[config.mk]
export PLATFORM = sky130hd
export DESIGN_NAME = dx_hazard_reg
export DESIGN_NICKNAME = d
export VERILOG_FILES = /design/src/rtl/dx_hazard_reg.sv
export SDC_FILE = /design/constraint.sdc
export NUM_CORES = 1
export LEC_CHECK = 0
export BUFFER_PORTS_ARGS = -buffer_cell sky130_fd_sc_hd__clkbuf_2
export CORE_UTILIZATION = 47
export CTS_CLUSTER_SIZE = 24
export DETAILED_ROUTE_END_ITERATION = 16
export PLACE_DENSITY = 0.87
export SETUP_SLACK_MARGIN = 0.5
export SYNTH_ARGS = -nofsm -noshare
export SYNTH_HDL_FRONTEND = slang
export SYNTH_SLANG_ARGS = --single-unit
[constraint.sdc]
create_clock -name clk -period 2.8 [get_ports clk]
set_input_delay 0.56 -clock clk [delete_from_list [all_inputs] [get_ports clk]]
set_output_delay 0.56 -clock clk [all_outputs]
set_load 0.005 [all_outputs]
[src/rtl/dx_hazard_reg.sv]
// ID/EX pipeline register with load-use hazard detection, flush/stall handling
// and saturating bubble/flush event counters.
module dx_hazard_reg #(
  parameter int CNT_W = 16
) (
  input  logic             clk,
  input  logic             rst,
  input  logic             fd_valid,
  input  logic [3:0]       fd_rs,
  input  logic [3:0]       fd_rt,
  input  logic [3:0]       fd_rd,
  input  logic             fd_uses_rs,
  input  logic             fd_uses_rt,
  input  logic [15:0]      fd_rs_data,
  input  logic [15:0]      fd_rt_data,
  input  logic [15:0]      fd_imm,
  input  logic             fd_regwrite,
  input  logic             fd_memread,
  input  logic             fd_memwrite,
  input  logic [3:0]       fd_alu_op,
  input  logic             flush,
  input  logic             ext_stall,
  output logic             dx_valid,
  output logic             dx_regwrite,
  output logic             dx_memread,
  output logic             dx_memwrite,
  output logic [3:0]       dx_rs,
  output logic [3:0]       dx_rt,
  output logic [3:0]       dx_rd,
  output logic [15:0]      dx_rs_data,
  output logic [15:0]      dx_rt_data,
  output logic [15:0]      dx_imm,
  output logic [3:0]       dx_alu_op,
  output logic             stall_fd,
  output logic [CNT_W-1:0] bubble_count,
  output logic [CNT_W-1:0] flush_count
);

  typedef struct packed {
    logic        valid;
    logic        regwrite;
    logic        memread;
    logic        memwrite;
    logic [3:0]  rs;
    logic [3:0]  rt;
    logic [3:0]  rd;
    logic [3:0]  alu_op;
    logic [15:0] rs_data;
    logic [15:0] rt_data;
    logic [15:0] imm;
  } dx_t;

  dx_t        dx_q, fd_pkt;
  logic       rs_hit, rt_hit, lu;
  logic [CNT_W-1:0] bcnt_q, fcnt_q;

  // A store's rt is only needed in MEM, where it can be forwarded, so it never stalls.
  assign rs_hit = fd_uses_rs && (fd_rs == dx_q.rd);
  assign rt_hit = fd_uses_rt && (fd_rt == dx_q.rd) && !fd_memwrite;
  assign lu     = fd_valid && dx_q.valid && dx_q.memread && dx_q.regwrite &&
                  (dx_q.rd != 4'd0) && (rs_hit || rt_hit);

  assign stall_fd = !rst && (ext_stall || (!flush && lu));

  // Invalid slots still carry their fields but never assert control.
  always_comb begin
    fd_pkt          = '0;
    fd_pkt.valid    = fd_valid;
    fd_pkt.regwrite = fd_valid && fd_regwrite;
    fd_pkt.memread  = fd_valid && fd_memread;
    fd_pkt.memwrite = fd_valid && fd_memwrite;
    fd_pkt.rs       = fd_rs;
    fd_pkt.rt       = fd_rt;
    fd_pkt.rd       = fd_rd;
    fd_pkt.alu_op   = fd_alu_op;
    fd_pkt.rs_data  = fd_rs_data;
    fd_pkt.rt_data  = fd_rt_data;
    fd_pkt.imm      = fd_imm;
  end

  always_ff @(posedge clk) begin
    if (rst) begin
      dx_q   <= '0;
      bcnt_q <= '0;
      fcnt_q <= '0;
    end else if (!ext_stall) begin
      if (flush) begin
        dx_q <= '0;
        if (fcnt_q != '1) fcnt_q <= fcnt_q + CNT_W'(1);
      end else if (lu) begin
        dx_q <= '0;
        if (bcnt_q != '1) bcnt_q <= bcnt_q + CNT_W'(1);
      end else begin
        dx_q <= fd_pkt;
      end
    end
  end

  assign dx_valid     = dx_q.valid;
  assign dx_regwrite  = dx_q.regwrite;
  assign dx_memread   = dx_q.memread;
  assign dx_memwrite  = dx_q.memwrite;
  assign dx_rs        = dx_q.rs;
  assign dx_rt        = dx_q.rt;
  assign dx_rd        = dx_q.rd;
  assign dx_alu_op    = dx_q.alu_op;
  assign dx_rs_data   = dx_q.rs_data;
  assign dx_rt_data   = dx_q.rt_data;
  assign dx_imm       = dx_q.imm;
  assign bubble_count = bcnt_q;
  assign flush_count  = fcnt_q;

endmodule

# After elaboration in Yosys (flattened, before gate mapping)
# Index checks and enable logic that the tools add are counted.
# totals
register_bits,100
output_inout_bits,101
# classes
bitwise,2
mux,2
eq_ne,4
reduce_logical,21
n_addsub,2
# op_table
op,n
$mux W68,2
$add A16 B1 Y16 const B,2
$ne A16 B16 Y1 const B,2
$logic_and A1 B1 Y1,13
$eq A4 B4 Y1,2
$reduce_and A4 Y1,1
$reduce_bool A4 Y1,1
$logic_not A1 Y1,3
$reduce_and A3 Y1,1
$logic_or A1 B1 Y1,2
$not A1 Y1,2

# Logic depth before layout (Yosys ltp)
# depth
depth_word,8
depth_mapped,9
ltp_nobuf,7

# Worst setup path after synthesis
# OpenSTA, ideal clock, no wires.
# synth_path
path_kind,input to register
startpoint,in fd_rt[1]
endpoint,"reg bcnt_q[15], in the netlist bubble_count[15]"
n_path_buf,0
path_slack_ns,0.535
stages,6
t_arrival_ns,2.194
cell_sequence,nor2b_1 a2111o_1 nor4_4 o21ai_1 or4_1 a21oi_1
# synth_via
elab_chain_cells,6
# synth_rtl
item,line,source
from (decl),10,"input logic [3:0] fd_rt,"
$eq A4 B4 Y1,59,assign rt_hit = fd_uses_rt && (fd_rt == dx_q.rd) && !fd_memwrite;
$logic_and A1 B1 Y1 (2 in series),59,
$logic_or A1 B1 Y1,61,(dx_q.rd != 4'd0) && (rs_hit || rt_hit);
$logic_and A1 B1 Y1,61,
$reduce_and A4 Y1 (no line),n/a,
to (signal assigned),92,if (bcnt_q != '1) bcnt_q <= bcnt_q + CNT_W'(1);
to (decl),55,"logic [CNT_W-1:0] bcnt_q, fcnt_q;"
# Every way passes these cells.
# A chain may end at the register's enable or synchronous reset.

# Final worst setup path
# layout_path
startpoint,"reg dx_q, in the netlist dx_regwrite"
endpoint,out stall_fd
# layout_via
elab_chain_cells,6
# layout_rtl
item,line,source
from (decl),53,"dx_t dx_q, fd_pkt;"
from (signal assigned),94,dx_q <= fd_pkt;
$logic_and A1 B1 Y1 (2 in series),60,assign lu = fd_valid && dx_q.valid && dx_q.memread && dx_q.regwrite &&
$logic_and A1 B1 Y1,61,
$logic_and A1 B1 Y1,63,assign stall_fd = !rst && (ext_stall || (!flush && lu));
$logic_or A1 B1 Y1,63,
$logic_and A1 B1 Y1,63,
to (decl),34,"output logic stall_fd,"
# Every way passes these cells.

==> impl.org <==
** Yosys
- Syn_area_per_cell :: roughly 9.1 um^2
- Share of synthesized flip-flops with an asynchronous set or reset :: 0
- Fraction of post-synthesis cell area in the top cell type by area :: 0.514
- #FFs+latches synth :: 100
- Cell type contributing the most total cell area after synthesis :: dfxtp_1
- The synthesized netlist occupies a cell area of ~4000 um^2.
- For this run, the number of Yosys warnings is 0.
- Synth top cells by count :: dfxtp_1, nor2_1, a22oi_1, clkbuf_1, a21oi_1
- Most area-consuming cells after synthesis :: dfxtp_1, a22oi_1, nor2_1
- Count of flip-flops with a built-in enable after synthesis :: 0
- Among all cell types in the netlist, the one instantiated most often is dfxtp_1.
- The share of the Yosys chip area taken by registers is 0.514.
- Nets in the synthesized netlist :: just over 500
- The most used flip-flop cell after synthesis is dfxtp_1.
- The synthesized netlist contains 37 unique library cells.
- Synthesis handed over a netlist of ~430 instances.

** Layout
- Compared with the post-synthesis result, the final layout area differs by 33.9%.
- Summing all multi-input logic gate instances after layout gives around 1800 um^2.
- 0 antenna diodes ended up in the layout.
- After the last flow step, the layout net total stands at ~680.
- Filler cell count in the final layout :: 640
- Utilization after layout :: 0.661
- Sequential cell area :: between 2000 and 2500 um^2
- Share of post-route cells with drive strength above 1 :: 0.360

** Floorplanning
- The die covers slightly below 9000 um^2.
- After floorplanning, the core was sized to cover 7890 um^2.
- Die Y-Extent :: between 90 and 100 um
- Die X-Extent :: between 90 and 100 um
- Effective utilization at floorplan :: 0.494
- Boundary Pins :: around 180
- # rows :: 32

** STA
- Number of hold-slack violations in the final timing report :: 0
- Total negative setup slack :: 0 ps
- Time the final worst path needs with I/O delays and setup :: about 2500 ps
- Measured against its own limit, the worst slew margin works out to 0.557.
- Setup violations remaining at the end of the flow were counted as 0.
- Final Hold Slack :: 428 ps
- Setup repair after global routing could not meet its margin everywhere.
- Static timing analysis puts the maximum clock frequency at 0.401 GHz.
- Slew at the pin closest to its max-slew limit :: 664 ps
- Setup skew after layout :: roughly 15 ps
- Crit share post-route :: 0.890
- Fin. max-slew vios :: 0

** Setup path
- Top fanout value on the critical path :: 4
- STA classifies the critical path endpoint as an output port.
- RR Startpoint :: dx_rd[2]$_SDFFE_PP0N_
- Required time of the critical path :: ~2200 ps
- WS Path Type :: reg2out
- Counting cells, the worst reg-to-reg path comes to 7.
- The worst setup path is launched from a flop.
- STA puts the critical path data arrival time at between 1500 and 2000 ps.
- The critical path goes through and4_4, o41ai_4, nor4_4, buf_4, o21bai_1, a21oi_1, clkbuf_2.
- Highest-delay cell along the critical path :: dfxtp_1
- Crit path launch :: dx_regwrite$_SDFFE_PP0N_
- Counting both buffers and inverters, the worst setup path holds a total of 2.
- Gate family responsible for the most delay along the worst path :: simple AND/OR/NAND/NOR gates
- Register-to-register setup slack :: roughly 360 ps
- The worst register-to-register path ends at bubble_count[4]$_SDFFE_PP0P_.
- Worst stage delay on the critical path :: about 380 ps

** Drt
- Using the TritonRoute via totals, the vias-per-cell ratio works out to approximately 5.5.
- Once detail routing completed, the nets flagged for antenna violations numbered 0.
- Number of vias after detailed routing :: 3,894
- WL per Instance :: between 10 and 15 um
- For this run, design rule violations remaining after detail routing come to 0.
- For this run, the detailed router's first-pass iteration total came to 5.
- The routed design has between 10,000 and 15,000 um of wire.
- In this run, the number of DRC markers left after iteration 0 of detailed routing was 170.

** Clock network
- The clock passes through at most 2 buffers.
- For the worst-skew pair, the clock arrives at the later sink with an insertion delay of 360 ps.
- Cell at the root of the clock tree :: clkbuf_8
- Clock slew seen by the registers of the worst setup and hold paths :: 110 ps
- TritonCTS clock tree :: built
- The clock drives 100 sinks.
- Number of buffers created by CTS :: 9
- In this run the number of H-tree levels came out at 3.

** Min path
- The path with the worst hold slack has its endpoint at dx_imm[1]$_SDFFE_PP0N_.
- The worst hold path begins at fd_imm[1].
- The tightest min-delay check is of the in2reg type.
- The worst hold path passes through 3 cells.

** Global route
- Pin count of the biggest net entering global routing :: between 60 and 70
- The number of antenna violations at the first check in global routing was 0.
- Combined global-route utilization of all metal layers :: 0.243
- Summed over all layers, the global routing overflow is 0.
- First-pass GRT wire length :: 16,700 um
- The number of global-route vias before repair is 3,694.

** Place
- Port buffering added ~170 buffers.
- Routability-driven placement finished with a final weighted congestion of 0.786.
- The wire-length estimate of the detail-placed layout is ~7400 um.

** Flow run
- The tool flagged a number of max-cap violations equal to 0.

** Power and ir drop
- VDD sags by at most about 0.32 mV.
- The analysis attributes to cell leakage a power of 2.32 nW.
- Cell area power density :: around 520 nW/um^2

** Run status
- The run finished with clean final reports.
-- cell families after synthesis --
group                      share of synthesized area
AOI/OAI and AO/OA                              0.203
xor gates and xnor gates                      0.0450
adders and majority gates                    0.00642
buffers and inverters                         0.0350
DFF                                            0.514
muxes                                        0.00257
and+or+nand+nor                                0.194
-- worst max path at each step --
stage | to | slack (ps) | cells after the start
detailed placement | dx_regwrite$_SDFFE_PP0N_ | 50 | 8
floorplan | bubble_count[15]$_SDFFE_PP0P_ | 540 | 6
finish | stall_fd | 310 | 7
CTS | stall_fd | 280 | 7
global placement | bubble_count[4]$_SDFFE_PP0P_ | 110 | 8
global route | stall_fd | 170 | 6
-- flip-flops by register name, summed over array words and instances, names as in the netlist --
register,cells
dx_memwrite,1
dx_alu_op,4
dx_valid,1
dx_rd,4
dx_regwrite,1
dx_rt_data,16
dx_imm,16
bubble_count,16
dx_memread,1
dx_rt,4
dx_rs,4
flush_count,16
dx_rs_data,16
-- layout make-up --
| cell class | instances | share of cell area |
|---|---|---|
| inverters | 7 | 0.00504 |
| clock buffers | 10 | 0.0264 |
| well taps | 102 | 0.0245 |
| clock inverters | 6 | 0.0134 |
| repair buffers | 193 | 0.195 |
| multi-input cells | 295 | 0.351 |
| flip-flops and latches | 100 | 0.385 |
-- worst min-delay path, stage by stage --
cell	delay, ps
clkbuf_2	80
a22oi_1	50
nor2_1	70
-- cell usage in the layout (no fill, tap or decap), drive strengths merged, types with 4 or more instances in the layout --
| cell | netlist | routed |
|---|---|---|
| xor2 | 11 | 11 |
| nand2 | 16 | 16 |
| and3 | 6 | 6 |
| clkbuf | 23 | 183 |
| nand3 | 10 | 10 |
| dfxtp | 100 | 100 |
| or4 | 9 | 9 |
| buf | 5 | 20 |
| or3 | 5 | 5 |
| a21oi | 17 | 17 |
| inv | 7 | 10 |
| nor4 | 3 | 4 |
| a22oi | 65 | 65 |
| o21ai | 7 | 7 |
| nand4 | 6 | 6 |
| nor2 | 92 | 92 |
| xnor2 | 9 | 9 |
| o31ai | 10 | 10 |
-- timing repair --
item | in CTS | in global routing
hold buffers | 0 | 0
pin swaps | 4 | 1
gates cloned | 1 | 0
gates resized for setup | 10 | 3
buffers inserted | 8 | 2
endpoints found under the setup margin | 83 | 75
-- stage by stage --
step,power (mW),std cells,setup slack [ps],area (um^2)
detailed placement,1.75,686,45.8,4860
global route,2.79,713,174,5220
finish,2.69,713,309,5220
global placement,1.75,686,106,4860
floorplan,1.63,429,535,3900
CTS,2.71,711,285,5180
-- metal layers --
| metal | vias up | share of wire | track usage |
|---|---|---|---|
| li1 | 1899 | - | - |
| met1 | 1842 | 0.42 | 0.285 |
| met2 | 136 | 0.50 | 0.419 |
| met3 | 17 | 0.059 | 0.0626 |
| met4 | 0 | 0.021 | 0.100 |
| met5 | - | 0 | 0 |
-- power by group --
| part | leakage, nW | internal, mW | total [mW] | switching, mW |
|---|---|---|---|---|
| combinational | 1.40 | 0.115 | 0.249 | 0.135 |
| sequential | 0.815 | 1.46 | 1.48 | 0.0243 |
| clock | 0.108 | 0.448 | 0.960 | 0.512 |
No activity file was read; power rests on OpenSTA's default activity.
